<file path="src/rtl/fifo_pkg.sv">
// Shared pointer helpers for both sides of the dual-clock FIFO.
// Functions work on a fixed 32-bit word; callers size-cast in and out.
package fifo_pkg;

    localparam int PTR_FN_W = 32;

    typedef logic [PTR_FN_W-1:0] ptr_word_t;

    typedef enum logic {
        OUT_IDLE  = 1'b0,
        OUT_VALID = 1'b1
    } out_state_t;

    // One extra wrap bit distinguishes full from empty.
    function automatic int ptr_width(input int addr_bits);
        return addr_bits + 1;
    endfunction

    function automatic ptr_word_t bin2gray(input ptr_word_t b);
        return b ^ (b >> 1);
    endfunction

    function automatic ptr_word_t gray2bin(input ptr_word_t g);
        ptr_word_t b;
        b = g;
        for (int i = 1; i < PTR_FN_W; i++) begin
            b = b ^ (g >> i);
        end
        return b;
    endfunction

endpackage

</file>
<file path="src/rtl/fifo_rd_ptr.sv">
// Read pointer (binary and Gray), empty compare and fill-level register
// for the read side of the dual-clock FIFO.
module fifo_rd_ptr
    import fifo_pkg::*;
#(
    parameter int ADDR_BITS = 6
) (
    input  logic                 i_clk,
    input  logic                 i_reset_n,
    input  logic                 i_pop,
    input  logic [ADDR_BITS:0]   i_wr_ptr_gray_sync,
    output logic [ADDR_BITS-1:0] o_rd_addr,
    output logic [ADDR_BITS:0]   o_rd_ptr_gray,
    output logic                 o_empty,
    output logic [ADDR_BITS:0]   o_level
);

    localparam int PTR_W = ptr_width(ADDR_BITS);

    logic [PTR_W-1:0] rd_bin_p0;
    logic [PTR_W-1:0] rd_bin_next;
    logic [PTR_W-1:0] rd_gray;
    logic [PTR_W-1:0] wr_bin;

    assign rd_bin_next = i_pop ? rd_bin_p0 + PTR_W'(1) : rd_bin_p0;
    assign rd_gray     = PTR_W'(bin2gray(PTR_FN_W'(rd_bin_p0)));
    assign wr_bin      = PTR_W'(gray2bin(PTR_FN_W'(i_wr_ptr_gray_sync)));

    // Empty compares in Gray space so a stale synced pointer only ever
    // under-reports available words.
    assign o_empty   = (rd_gray == i_wr_ptr_gray_sync);
    assign o_rd_addr = rd_bin_p0[ADDR_BITS-1:0];

    always_ff @(posedge i_clk) begin
        if (!i_reset_n) begin
            rd_bin_p0     <= '0;
            o_rd_ptr_gray <= '0;
            o_level       <= '0;
        end else begin
            rd_bin_p0     <= rd_bin_next;
            o_rd_ptr_gray <= PTR_W'(bin2gray(PTR_FN_W'(rd_bin_next)));
            o_level       <= wr_bin - rd_bin_next;
        end
    end

endmodule

</file>
<file path="src/rtl/fifo_axis_reader.sv">
// Read-domain controller of the dual-clock Ethernet FIFO: drains the FWFT
// RAM into an AXI-Stream master through a single output register.
module fifo_axis_reader
    import fifo_pkg::*;
#(
    parameter int DATA_WIDTH = 8,
    parameter int MEM_DEPTH  = 64,
    parameter int ADDR_BITS  = $clog2(MEM_DEPTH)
) (
    input  logic                  i_clk,
    input  logic                  i_reset_n,
    input  logic [ADDR_BITS:0]    i_wr_ptr_gray_sync,
    input  logic [DATA_WIDTH-1:0] i_rd_data,
    output logic [ADDR_BITS-1:0]  o_rd_addr,
    output logic                  o_rd_en,
    output logic [ADDR_BITS:0]    o_rd_ptr_gray,
    output logic                  o_empty,
    output logic [ADDR_BITS:0]    o_level,
    output logic [DATA_WIDTH-1:0] o_m_tdata,
    output logic                  o_m_tvalid,
    input  logic                  i_m_tready
);

    out_state_t            state_q;
    out_state_t            state_d;
    logic                  can_load;
    logic                  pop;
    logic                  empty;
    logic [DATA_WIDTH-1:0] data_p1;

    fifo_rd_ptr #(
        .ADDR_BITS (ADDR_BITS)
    ) u_rd_ptr (
        .i_clk              (i_clk),
        .i_reset_n          (i_reset_n),
        .i_pop              (pop),
        .i_wr_ptr_gray_sync (i_wr_ptr_gray_sync),
        .o_rd_addr          (o_rd_addr),
        .o_rd_ptr_gray      (o_rd_ptr_gray),
        .o_empty            (empty),
        .o_level            (o_level)
    );

    // Loading while the sink takes the current beat keeps full throughput.
    assign can_load = (state_q == OUT_IDLE) || i_m_tready;
    assign pop      = !empty && can_load;

    assign o_rd_en    = pop;
    assign o_empty    = empty;
    assign o_m_tvalid = (state_q == OUT_VALID);
    assign o_m_tdata  = data_p1;

    always_comb begin
        state_d = state_q;
        case (state_q)
            OUT_IDLE:  if (pop) state_d = OUT_VALID;
            OUT_VALID: if (i_m_tready && !pop) state_d = OUT_IDLE;
            default:   state_d = OUT_IDLE;
        endcase
    end

    // Output register stage (p1)
    always_ff @(posedge i_clk) begin
        if (!i_reset_n) begin
            state_q <= OUT_IDLE;
            data_p1 <= '0;
        end else begin
            state_q <= state_d;
            if (pop) begin
                data_p1 <= i_rd_data;
            end
        end
    end

endmodule

</file>
<file path="config.mk">
export PLATFORM = sky130hd
export DESIGN_NAME = fifo_axis_reader
export DESIGN_NICKNAME = d
export VERILOG_FILES = /design/src/rtl/fifo_pkg.sv /design/src/rtl/fifo_rd_ptr.sv /design/src/rtl/fifo_axis_reader.sv
export SDC_FILE = /design/constraint.sdc
export NUM_CORES = 1
export LEC_CHECK = 0
export ABC_AREA = 1
export BUFFER_PORTS_ARGS = -buffer_cell sky130_fd_sc_hd__buf_4
export CAP_MARGIN = 20
export CORE_ASPECT_RATIO = 1.75
export CORE_MARGIN = 2
export CORE_UTILIZATION = 45
export CTS_BUF_LIST = sky130_fd_sc_hd__clkbuf_16
export DETAILED_ROUTE_END_ITERATION = 6
export PLACE_DENSITY = 0.71
export SLEW_MARGIN = 10
export SYNTH_ARGS = -nofsm -noshare
export SYNTH_HDL_FRONTEND = slang
export SYNTH_SLANG_ARGS = --single-unit
</file>
<file path="constraint.sdc">
create_clock -name i_clk -period 2.2 [get_ports i_clk]
set_input_delay 0.44 -clock i_clk [delete_from_list [all_inputs] [get_ports i_clk]]
set_output_delay 0.44 -clock i_clk [all_outputs]
set_load 0.02 [all_outputs]
</file>
# --- Yosys cells after proc, flatten, opt, wreduce, memory -nomap -nowiden ---
# Index checks and enable logic that the tools add are counted.
totals:
  reg_bits: 30
  output_inout_bits: 31
  wordCells: 26
classes:
  addsub: 2
  eq_ne: 1
  muxes: 4
  bitwise: 9
  reduce_logical: 5
op_table:
  columns: ["cell", "n"]
  rows:
  - ["$xor A7 B6 Y7", 3]
  - ["$add A7 B1 Y7 const B", 1]
  - ["$eq A7 B7 Y1", 1]
  - ["$mux W7", 1]
  - ["$sub A7 B7 Y7", 1]
  - ["$xor A7 B1 Y7", 1]
  - ["$xor A7 B2 Y7", 1]
  - ["$xor A7 B3 Y7", 1]
  - ["$xor A7 B4 Y7", 1]
  - ["$xor A7 B5 Y7", 1]
  - ["$logic_and A1 B1 Y1", 2]
  - ["$logic_not A1 Y1", 2]
  - ["$mux W1", 2]
  - ["$pmux W1 S2", 1]
  - ["$logic_or A1 B1 Y1", 1]
  - ["$not A1 Y1", 1]

# --- Logic depth before layout (Yosys ltp) ---
# Gate-level depths: netlist (run 1).
depth:
  word_depth: 8
  depth_mapped: 20
  depth_no_buf: 19

# --- Modules after synthesis ---
# From an unflattened synthesis (run 1), not the netlist that was laid out.
hier_totals:
  cells_unflattened: 246
  area_unflattened_um2: 1727.9
modules_own_cells:
  columns: ["mod", "n_inst", "cells_per_inst", "area_per_inst_um2"]
  rows:
  - ["fifo_rd_ptr", 1, 189, 1311.3]
  - ["fifo_axis_reader", 1, 57, 416.6]

# --- Worst setup path after synthesis (run 1) ---
# No wires, ideal clock.
synth_path:
  kind: "register -> register"
  startpoint: "register u_rd_ptr.rd_bin_p0[1]"
  endpoint: "register u_rd_ptr.o_level[6]"
  setup_ns: 0.115
  t_arrival_ns: 2.401
  required_ns: 2.085
  setup_slack_ns: -0.316
  stages_incl_launch_ff: 20
  path_buffers: 1
  period_less_slack_ns: 2.516
  cell_sequence: "dfxtp_1 ha_1 inv_1 nand2_1 nand2_1 nand2_1 nor2_2 nand3_2 nand2_4 buf_6 xnor2_1 ha_1 inv_1 ha_1 inv_1 nand2_1 nand3_1 nand3_1 nand2_1 nor2_1"
synth_between:
  elab_chain_cells: 6
  word_cells_on_any_way: 7
synth_rtl:
  columns: ["element", "line", "source"]
  rows:
  - ["from (decl)", "fifo_rd_ptr.sv:20", "logic [PTR_W-1:0] rd_bin_p0;"]
  - ["from (signal assigned)", "fifo_rd_ptr.sv:40", "rd_bin_p0 <= rd_bin_next;"]
  - ["$xor A7 B6 Y7", "fifo_pkg.sv:20", "return b ^ (b >> 1);"]
  - ["$eq A7 B7 Y1", "fifo_rd_ptr.sv:31", "assign o_empty = (rd_gray == i_wr_ptr_gray_sync);"]
  - ["$logic_not A1 Y1", "fifo_axis_reader.sv:46", "assign pop = !empty && can_load;"]
  - ["$logic_and A1 B1 Y1", "fifo_axis_reader.sv:46", null]
  - ["$mux W7", "fifo_rd_ptr.sv:25", "assign rd_bin_next = i_pop ? rd_bin_p0 + PTR_W'(1) : rd_bin_p0;"]
  - ["via u_rd_ptr.rd_bin_next[0]", "fifo_rd_ptr.sv:21", "logic [PTR_W-1:0] rd_bin_next;"]
  - ["$sub A7 B7 Y7", "fifo_rd_ptr.sv:42", "o_level <= wr_bin - rd_bin_next;"]
  - ["to (signal assigned)", "fifo_rd_ptr.sv:42", null]
  - ["to (decl)", "fifo_rd_ptr.sv:15", "output logic [ADDR_BITS:0] o_level"]
# The timed path passes the listed nets, and every way through them passes these cells.
# A chain may end at the register's enable or synchronous reset.

# --- Worst setup path in the final report (run 1) ---
layout_path:
  startpoint: "register u_rd_ptr.rd_bin_p0[5]"
  endpoint: "register u_rd_ptr.o_level[5]"
layout_between:
  elab_chain_cells: 6
  word_cells_on_any_way: 7
layout_rtl:
  columns: ["element", "line"]
  rows:
  - ["parallel branches: the longest is 4 deep, another holds $add A7 B1 Y7", null]
  - ["$mux W7 (*)", "fifo_rd_ptr.sv:25"]
  - ["$sub A7 B7 Y7 (*)", "fifo_rd_ptr.sv:42"]
# Mark *: on every way between the ends.

==> results of run 1 <==
-- state kept, by name, indices dropped and copies added, names as in the netlist --
name / flops
o_m_tdata: 8
o_m_tvalid: 1
u_rd_ptr.o_level: 7
u_rd_ptr.o_rd_ptr_gray: 7
u_rd_ptr.rd_bin_p0: 6
-- cells by family (layout without fill, tap and decap cells) --
logic type,count (synthesis),count (layout),synth area share
xor+xnor,13,13,0.0612
simple gates,160,160,0.392
flops,29,29,0.312
fa+ha+maj,8,8,0.0538
buf+inv,45,146,0.106
compound gates,25,25,0.0753
-- critical path, delay by kind of cell (launching register included) --
kind                       cells  cell delay [ps]
and+or+nand+nor                9              820
adders and majority gates      2              430
DFF                            1              350
buffers and inverters          2              220
AOI/OAI and AO/OA              1              180
xor gates and xnor gates       1              130
-- synth_stat cells --
cell	number	area share
a21boi_0	2	0.0081
a21oi_1	6	0.016
a21oi_2	1	0.0047
a31oi_1	1	0.0034
buf_2	1	0.0027
buf_4	1	0.0040
buf_6	3	0.018
clkinv_1	1	0.0020
dfxtp_1	29	0.31
ha_1	8	0.054
inv_1	35	0.071
inv_2	4	0.0081
nand2_1	83	0.17
nand2_2	7	0.024
nand2_4	1	0.0060
nand3_1	22	0.059
nand3_2	10	0.054
nand4_1	1	0.0034
nor2_1	31	0.062
nor2_2	4	0.013
o21ai_0	13	0.035
o21ai_1	1	0.0027
o22a_2	1	0.0054
or2_1	1	0.0034
xnor2_1	2	0.0094
xor2_1	11	0.052
-- through the flow --
| stage | area, µm² | worst slack [ps] | std cells |
|---|---|---|---|
| after floorplan | 1990 | -37.5 | 280 |
| after detailed placement | 2710 | -145 | 416 |
| after global placement | 2710 | -118 | 416 |
| after global routing | 3030 | -224 | 430 |
| final | 3030 | -62.8 | 430 |
| after CTS | 2950 | -45.6 | 427 |
-- area by class of cell --
| cell class | count | area [µm²] |
|---|---|---|
| clock buffer | 5 | 125 |
| clock inverter | 2 | 7.51 |
| tap | 49 | 61.3 |
| sequential | 29 | 603 |
| fill | 323 | 1040 |
| inverter | 40 | 155 |
| timing repair buffer | 99 | 778 |
| multi-input combinational | 206 | 1300 |
-- worst max-delay path by stage --
stage / from / end / slack, ps
finish: u_rd_ptr.rd_bin_p0[5] / u_rd_ptr.o_level[5] / -60
global route: u_rd_ptr.rd_bin_p0[1] / u_rd_ptr.o_level[5] / -220
CTS: u_rd_ptr.rd_bin_p0[5] / u_rd_ptr.o_level[4] / -50
detailed placement: i_wr_ptr_gray_sync[5] / u_rd_ptr.o_level[4] / -150
global placement: i_wr_ptr_gray_sync[5] / u_rd_ptr.o_level[6] / -120
floorplan: u_rd_ptr.rd_bin_p0[4] / u_rd_ptr.o_level[4] / -40
-- timing repair --
item                       4_1_cts  5_1_grt
hold buffers                     0        0
setup endpoints to repair        7        9
buffers inserted                 5        3
gates resized for setup         18       17
pin swaps                       12       12
-- metal layers --
layer / global-route usage / up-vias / part of all wire
li1: - / 1072 / -
met1: 0.203 / 986 / 0.34
met2: 0.498 / 74 / 0.58
met3: 0.0385 / 31 / 0.034
met4: 0.114 / 0 / 0.051
met5: 0 / - / 0
-- where the power goes --
group          leakage (nW)  internal (W)  switching, W
clock network        0.0685      0.000402      0.000221
logic                  1.29      0.000438      0.000529
registers             0.245      0.000599     0.0000351
==> reports/metrics.yaml, run 1 <==
run_status:
  status: "finished with violations"
  violations: "setup timing"
timing:
  timing.final.crit_share: 1.03
  fin_worst_skew_ps: 7.32
  tightest_slew_ps: 330
  whs_ps: 417
  maxSlewViolCount: 0
  rsz0062_at_grt: "true"
  setup_viol: 4
  setup_tns_ps: -214
  min_period_ps: 2260
  maxSlewHeadroom: 0.779
  max_freq_ghz: 0.442
  finalWorstSetupSlack_ps: -62.8
  hold_viol: 0
final_layout:
  final_cell_mix: "93 x buf_4, 76 x nand2_1, 30 x nor2_1"
  nets: 407
  insertedDiodeCount: 0
  final_common_cell: "buf_4"
  drive_above_1_share: 0.451
  final_util: 0.744
  area_delta_synth_final_pct: 62.8
synthesis:
  yosysSeqAreaShare: 0.312
  synthesis.area_um2: 1860
  synth-seq-cells: 29
  yosysWarnings: 0
  syn_nets: 306
  ys_types: 26
  syn_inst: 280
  syn_area_per_cell_um2: 6.65
global_routing:
  grt_max_degree: 18
  grt_usage: 0.239
  antenna_found_initial: 0
  gr-total-overflow: 0
  grt_pass1_vias: 1993
  grt_first_pass_wirelength_mm: 8.21
worst_hold_path:
  holdPathEnd: "o_m_tdata[2]"
  worstHoldPathCells: 3
  hp-start: "i_rd_data[2]"
  hp-class: "in2reg"
cts:
  cts_max_level: 2
  root_buffer: "clkbuf_16"
  numCtsBuffers: 5
  cts_tree: "yes"
  clockBufferDepth: 2
  path_clk_slew_ps: 50
  cts.sinks: 29
  insertion_delay_ps: 280
placed_design:
  numPortBuffers: 48
  hpwl_mm: 4.07
  routabilityCongestion: 0.865
critical_path:
  worstPathCellList: "ha_4, xor2_1, nor2_1, nand3_2, buf_6, nand3_2, nand2_2, inv_2, ha_4, nand3_2, nand2_2, a21oi_2, nand3_1, nand2_1, nor2_1"
  end_kind: "register"
  crit_top_cell: "nand3_2"
  r2r_cells: 15
  reg2reg_from: "u_rd_ptr.rd_bin_p0[5]"
  reg2reg_setup_slack_ps: -60
  slowest_stage: "dfxtp_4"
  rr_endpoint: "u_rd_ptr.o_level[5]"
  critPathKind: "reg2reg"
  cp_max_fo: 4
  start_kind: "register"
  cp.arrival_ps: 2420
  cpPeakStageDelay_ps: 350
  cp.required_ps: 2360
floorplan:
  die_w_um: 52.6
  coreArea_um2: 4070
  die-area_um2: 4690
  io_pins: 49
  rows: 31
  dieHeight_um: 89.1
  initial_core_util: 0.457
power_and_ir_drop:
  p_leak_nw: 1.61
  finalPower_w: 0.00222
  power_density_nw_per_um2: 734
  max-vdd-ir-drop_v: 0.000550
routing:
  via_count: 2163
  first_iter_violations: 30
  first_pass_iters: 4
  vias_per_cell: 5.03
  ant_nets: 0
  wirelength_mm: 5.50
  drc: 0
  wire_per_inst_um: 12.8
flow_run:
  maxCapViolCount: 0
Note: power is estimated with default switching activity, not from simulation.
==> inputs of run 2 (changes only) <==
--- a/config.mk
+++ b/config.mk
@@ -14,7 +14,6 @@
 export CTS_BUF_LIST = sky130_fd_sc_hd__clkbuf_16
 export DETAILED_ROUTE_END_ITERATION = 6
 export PLACE_DENSITY = 0.71
-export SLEW_MARGIN = 10
 export SYNTH_ARGS = -nofsm -noshare
 export SYNTH_HDL_FRONTEND = slang
 export SYNTH_SLANG_ARGS = --single-unit
==> constraint.sdc (replaced) <==
create_clock -name i_clk -period 2.2 [get_ports i_clk]
set_input_delay 0.44 -clock i_clk [delete_from_list [all_inputs] [get_ports i_clk]]
set_output_delay 0.44 -clock i_clk [all_outputs]
set_load 0.05 [all_outputs]
==> reports/metrics.yaml, run 2 (synthesized netlist as in run 1, its figures left out) <==
global_routing:
  grt_pass1_vias: 1976  # -0.85%
  antenna_found_initial: 0  # unchanged
  grt_first_pass_wirelength_mm: 8.30  # +1.1%
  gr-total-overflow: 0  # unchanged
  grt_max_degree: 18  # unchanged
  grt_usage: 0.242  # +0.00328
floorplan:
  initial_core_util: 0.457  # unchanged
  die-area_um2: 4690  # unchanged
  rows: 31  # unchanged
  io_pins: 49  # unchanged
  coreArea_um2: 4070  # unchanged
  die_w_um: 52.6  # unchanged
  dieHeight_um: 89.1  # unchanged
critical_path:
  cp.arrival_ps: 2520  # +100 ps
  cp_max_fo: 5  # +1
  start_kind: "register"
  slowest_stage: "dfxtp_4"
  crit_end: "u_rd_ptr.o_level[4]"
  end_kind: "register"
  r2r_cells: 15  # unchanged
  reg2reg_from: "u_rd_ptr.rd_bin_p0[5]"
  worstPathCellList: "ha_4, xor2_1, nor2_1, nand3_2, nand2_4, buf_12, xnor2_4, ha_2, inv_2, ha_4, inv_4, nand2_4, nand2_2, nand4_1, a21oi_2"
  reg2reg_setup_slack_ps: -120  # -60 ps
  cpPeakStageDelay_ps: 350  # about the same
  rr_endpoint: "u_rd_ptr.o_level[4]"
  cp.required_ps: 2400  # +40 ps
  critPathKind: "reg2reg"
  startpoint: "u_rd_ptr.rd_bin_p0[5]"
placed_design:
  hpwl_mm: 4.18  # +2.7%
  numPortBuffers: 48  # unchanged
  routabilityCongestion: 0.810  # -6.4%
  placed_cell_area_um2: 2710  # about the same
final_layout:
  insertedDiodeCount: 0  # unchanged
  nets: 406  # -0.25%
  final_cell_area_um2: 3010  # -0.74%
  final_cell_mix: "94 x buf_4, 77 x nand2_1, 30 x nor2_1"
  multi_input_area_um2: 1290  # -0.87%
  final_util: 0.739  # -0.00553
  largest_reg_flops: 8  # unchanged
  regArea_um2: 604  # +0.21%
  final_common_cell: "buf_4"
  nFillCells: 329  # +1.9%
  area_delta_synth_final_pct: 61.6
  drive_above_1_share: 0.446  # -0.00525
run_status:
  violations: "setup timing"
  status: "finished with violations"
timing:
  maxSlewViolCount: 0  # unchanged
  setup_viol: 6  # +2
  hold_viol: 0  # unchanged
  timing.final.crit_share: 1.06  # +0.0265
  setup_tns_ps: -439  # -225 ps
  finalWorstSetupSlack_ps: -121  # -58.2 ps
  tightest_slew_ps: 357  # +27.3 ps
  max_freq_ghz: 0.431  # -2.5%
  min_period_ps: 2320  # +58.2 ps
  rsz0062_at_grt: "true"
  maxSlewHeadroom: 0.761  # -0.0174
  fin_worst_skew_ps: 5.42  # -1.90 ps
cts:
  cts_max_level: 2  # unchanged
  ctsHoldBuffers: 0  # unchanged
  insertion_delay_ps: 270  # about the same
  clockBufferDepth: 2  # unchanged
  root_buffer: "clkbuf_16"
  cts.sinks: 29  # unchanged
  numCtsBuffers: 5  # unchanged
  cts_tree: "yes"
  path_clk_slew_ps: 50  # about the same
routing:
  wire_per_inst_um: 13.4  # +4.8%
  wirelength_mm: 5.77  # +4.8%
  first_pass_iters: 4  # unchanged
  ant_nets: 0  # unchanged
  via_count: 2066  # -4.5%
  vias_per_cell: 4.80  # -4.5%
  drc: 0  # unchanged
  first_iter_violations: 43  # +43%
power_and_ir_drop:
  max-vdd-ir-drop_v: 0.000689  # +25%
  finalPower_w: 0.00241  # +8.5%
  power_density_nw_per_um2: 802  # +9.3%
  p_leak_nw: 1.59  # -1.0%
worst_hold_path:
  hp-class: "in2reg"
flow_run:
  maxCapViolCount: 0  # unchanged
==> run 2: per-stage QoR <==
step           setup slack [ps]  std cells  hold WS [ps]
6_report                   -121        430           426
5_1_grt                    -299        430           435
4_1_cts                   -97.5        426           429
3_5_place_dp               -140        416           473
3_3_place_gp              -82.3        416           464
2_1_floorplan              -114        280           576
==> run 2: timing repair <==
item                       4_1_cts  5_1_grt
resized for setup                7       21
pin swaps                       11        6
setup endpoints to repair        7        7
setup buffers                    2        4
hold endpoints to repair         0        0
==> run 2: area by class of cell <==
type | instances | area share
multi-input combinational | 206 | 0.429
timing repair buffer | 98 | 0.254
sequential | 29 | 0.201
inverter | 40 | 0.0507
clock buffer | 5 | 0.0416
tap | 49 | 0.0204
clock inverter | 3 | 0.00416
==> run 2: routing by layer <==
| layer | vias to the layer above | routed length (µm) | part of all wire | track usage |
|---|---|---|---|---|
| met2 | 58 | 3380 | 0.59 | 0.481 |
| met4 | 0 | 264 | 0.046 | 0.145 |
| li1 | 1077 | - | - | - |
| met1 | 910 | 1980 | 0.34 | 0.223 |
| met5 | - | 0 | 0 | 0 |
| met3 | 21 | 147 | 0.025 | 0.0251 |
==> run 2: critical path: cells and delay by family, from the launching register on <==
kind                     cells  cell delay, ps
adder cells (fa/ha/maj)      3             600
flip-flops                   1             350
AO/OA/AOI/OAI                1             140
buffers and inverters        3             240
XOR/XNOR                     2             240
AND/OR/NAND/NOR              6             660
==> run 2: worst min-delay path by stage <==
stage / from / to / slack (ps) / cells after the start
2_1_floorplan: i_reset_n / o_m_tdata[0] / 580 / 2
3_3_place_gp: o_m_tdata[7] / o_m_tdata[7] / 460 / 2
3_5_place_dp: o_m_tdata[3] / o_m_tdata[3] / 470 / 2
4_1_cts: i_rd_data[3] / o_m_tdata[3] / 430 / 3
5_1_grt: i_rd_data[3] / o_m_tdata[3] / 430 / 3
6_report: i_rd_data[3] / o_m_tdata[3] / 430 / 3
==> run 2: report_power, final <==
part | internal (W) | switching, W
registers | 0.000600 | 0.0000376
clock network | 0.000407 | 0.000227
logic | 0.000442 | 0.000699
total | 0.00145 | 0.000963
==> inputs of run 3 (changes only) <==
==> constraint.sdc (replaced) <==
create_clock -name i_clk -period 2.2 [get_ports i_clk]
set_input_delay 0.22 -clock i_clk [delete_from_list [all_inputs] [get_ports i_clk]]
set_output_delay 0.22 -clock i_clk [all_outputs]
set_load 0.05 [all_outputs]
==> reports/metrics.yaml, run 3 (synthesized netlist as in run 1, its figures left out) <==
placed_design:
  hpwl_mm: 3.85  # -7.9%
  placed_cell_area_um2: 2550  # -6.1%
  routabilityCongestion: 0.849  # +4.8%
  numPortBuffers: 48  # unchanged
routing:
  wirelength_mm: 5.03  # -13%
  vias_per_cell: 4.94  # +2.7%
  first_iter_violations: 50  # +16%
  via_count: 2004  # -3.0%
  wire_per_inst_um: 12.4  # -7.7%
  first_pass_iters: 4  # unchanged
  drc: 0  # unchanged
  ant_nets: 0  # unchanged
final_layout:
  drive_above_1_share: 0.412  # -0.0344
  nFillCells: 375  # +14%
  regArea_um2: 604  # unchanged
  final_cell_mix: "76 x nand2_1, 71 x buf_4, 31 x inv_1"
  multi_input_area_um2: 1280  # -0.87%
  area_delta_synth_final_pct: 51.2
  final_cell_area_um2: 2820  # -6.4%
  largest_reg_flops: 8  # unchanged
  final_common_cell: "nand2_1"
  insertedDiodeCount: 0  # unchanged
  nets: 382  # -5.9%
global_routing:
  grt_first_pass_wirelength_mm: 7.76  # -6.5%
  use_met1: 0.218  # -0.00596
  grt-busiest-layer: "met2"
  grt_pass1_vias: 1793  # -9.3%
  grt_usage: 0.223  # -0.0188
  antenna_found_initial: 0  # unchanged
  grt.met2_usage: 0.431  # -0.0500
  use_met3: 0.0251  # unchanged
  gr-total-overflow: 0  # unchanged
  grt_max_degree: 18  # unchanged
floorplan:
  dieHeight_um: 89.1  # unchanged
  initial_core_util: 0.457  # unchanged
  rows: 31  # unchanged
  die-area_um2: 4690  # unchanged
  die_w_um: 52.6  # unchanged
  coreArea_um2: 4070  # unchanged
  io_pins: 49  # unchanged
critical_path:
  critPathKind: "reg2reg"
  cp.arrival_ps: 2370  # -150 ps
  r2r_cells: 18  # +3
  start_kind: "register"
  cp_max_fo: 4  # -1
  end_kind: "register"
  cp.required_ps: 2360  # -40 ps
cts:
  ctsHoldBuffers: 0  # unchanged
  insertion_delay_ps: 280  # about the same
  cts_tree: "yes"
  numCtsBuffers: 5  # unchanged
  cts.sinks: 29  # unchanged
  cts_max_level: 2  # unchanged
  clockBufferDepth: 2  # unchanged
  root_buffer: "clkbuf_16"
  path_clk_slew_ps: 50  # about the same
timing:
  hold_viol: 0  # unchanged
  setup_viol: 1  # -5
  max_freq_ghz: 0.453  # +5.1%
  maxSlewViolCount: 0  # unchanged
  tightest_slew_ps: 321  # -35.5 ps
  finalWorstSetupSlack_ps: -7.57  # +113 ps
  maxSlewHeadroom: 0.784  # +0.0229
  min_period_ps: 2210  # -113 ps
  timing.final.crit_share: 1.00  # -0.0516
  fin_worst_skew_ps: 8.19  # +2.76 ps
  setup_tns_ps: -7.57  # +431 ps
  rsz0062_at_grt: "true"
power_and_ir_drop:
  power_density_nw_per_um2: 821  # +2.4%
  p_leak_nw: 1.48  # -6.9%
  max-vdd-ir-drop_v: 0.000535  # -22%
worst_hold_path:
  worstHoldPathCells: 3  # unchanged
  hp-class: "in2reg"
flow_run:
  maxCapViolCount: 0  # unchanged
run_status:
  status: "finished with violations"
  violations: "setup timing"
run 3: cell types whose count changed in the layout (fill, tap and decap cells not counted), sizes merged:
cell | before | now
buf | 98 | 74
inv | 39 | 40
clkinv | 4 | 3
run 3: power breakdown:
group / internal [W] / switching, W
clock network: 0.000409 / 0.000232
registers: 0.000599 / 0.0000369
logic: 0.000385 / 0.000649
total: 0.00139 / 0.000918
run 3: area by class of cell:
cell class                 count  share of cell area
sequential                    29               0.215
tap                           49              0.0218
multi-input combinational    206               0.454
clock buffer                   5              0.0444
inverter                      40              0.0542
timing repair buffer          74               0.206
clock inverter                 3             0.00489
run 3: worst max-delay path, stage by stage (launching register included):
cell and delay, ps:
dfxtp_4 370, ha_4 270, nand2_1 40, nand2_1 60, nand2_1 60, nor2_2 110
nand3_2 100, nand2_4 120, buf_12 120, xnor2_4 110, ha_2 190, inv_2 50
ha_4 150, inv_4 50, nand2_4 60, nand2_2 60, nand2_1 50, nand2_1 70
a21oi_2 50
run 3: metrics by stage:
| step | instances | utilization | setup WS [ps] | power, W | hold slack, ps |
|---|---|---|---|---|---|
| 2_1_floorplan | 280 | - | -114 | 0.00130 | 356 |
| 3_3_place_gp | 394 | 0.626 | -15.0 | 0.00159 | 463 |
| 3_5_place_dp | 394 | 0.626 | -53.2 | 0.00160 | 474 |
| 4_1_cts | 403 | 0.666 | -26.7 | 0.00226 | 196 |
| 5_1_grt | 406 | 0.691 | -184 | 0.00243 | 211 |
| 6_report | 406 | 0.691 | -7.57 | 0.00231 | 193 |
run 3: worst paths after layout:
check / from / endpoint / slack (ps)
setup / recovery: u_rd_ptr.rd_bin_p0[3] / u_rd_ptr.o_level[4] / -8
hold / removal: i_rd_data[4] / o_m_tdata[4] / 190
setup reg to reg: u_rd_ptr.rd_bin_p0[3] / u_rd_ptr.o_level[4] / -8
hold reg to reg: o_m_tdata[6] / o_m_tdata[6] / 490
run 3: repair_timing:
item / CTS / global route
setup buffers: 1 / 3
endpoints found under the setup margin: 6 / 8
pin swaps: 9 / 6
gates resized for setup: 5 / 19
cloned: 0 / 0
run 3: layer usage:
layer,vias up,share of wire,wire length [µm]
met5,-,0,0
met4,0,0.044,223
met3,15,0.032,161
met2,57,0.55,2790
met1,903,0.37,1850
li1,1029,-,-
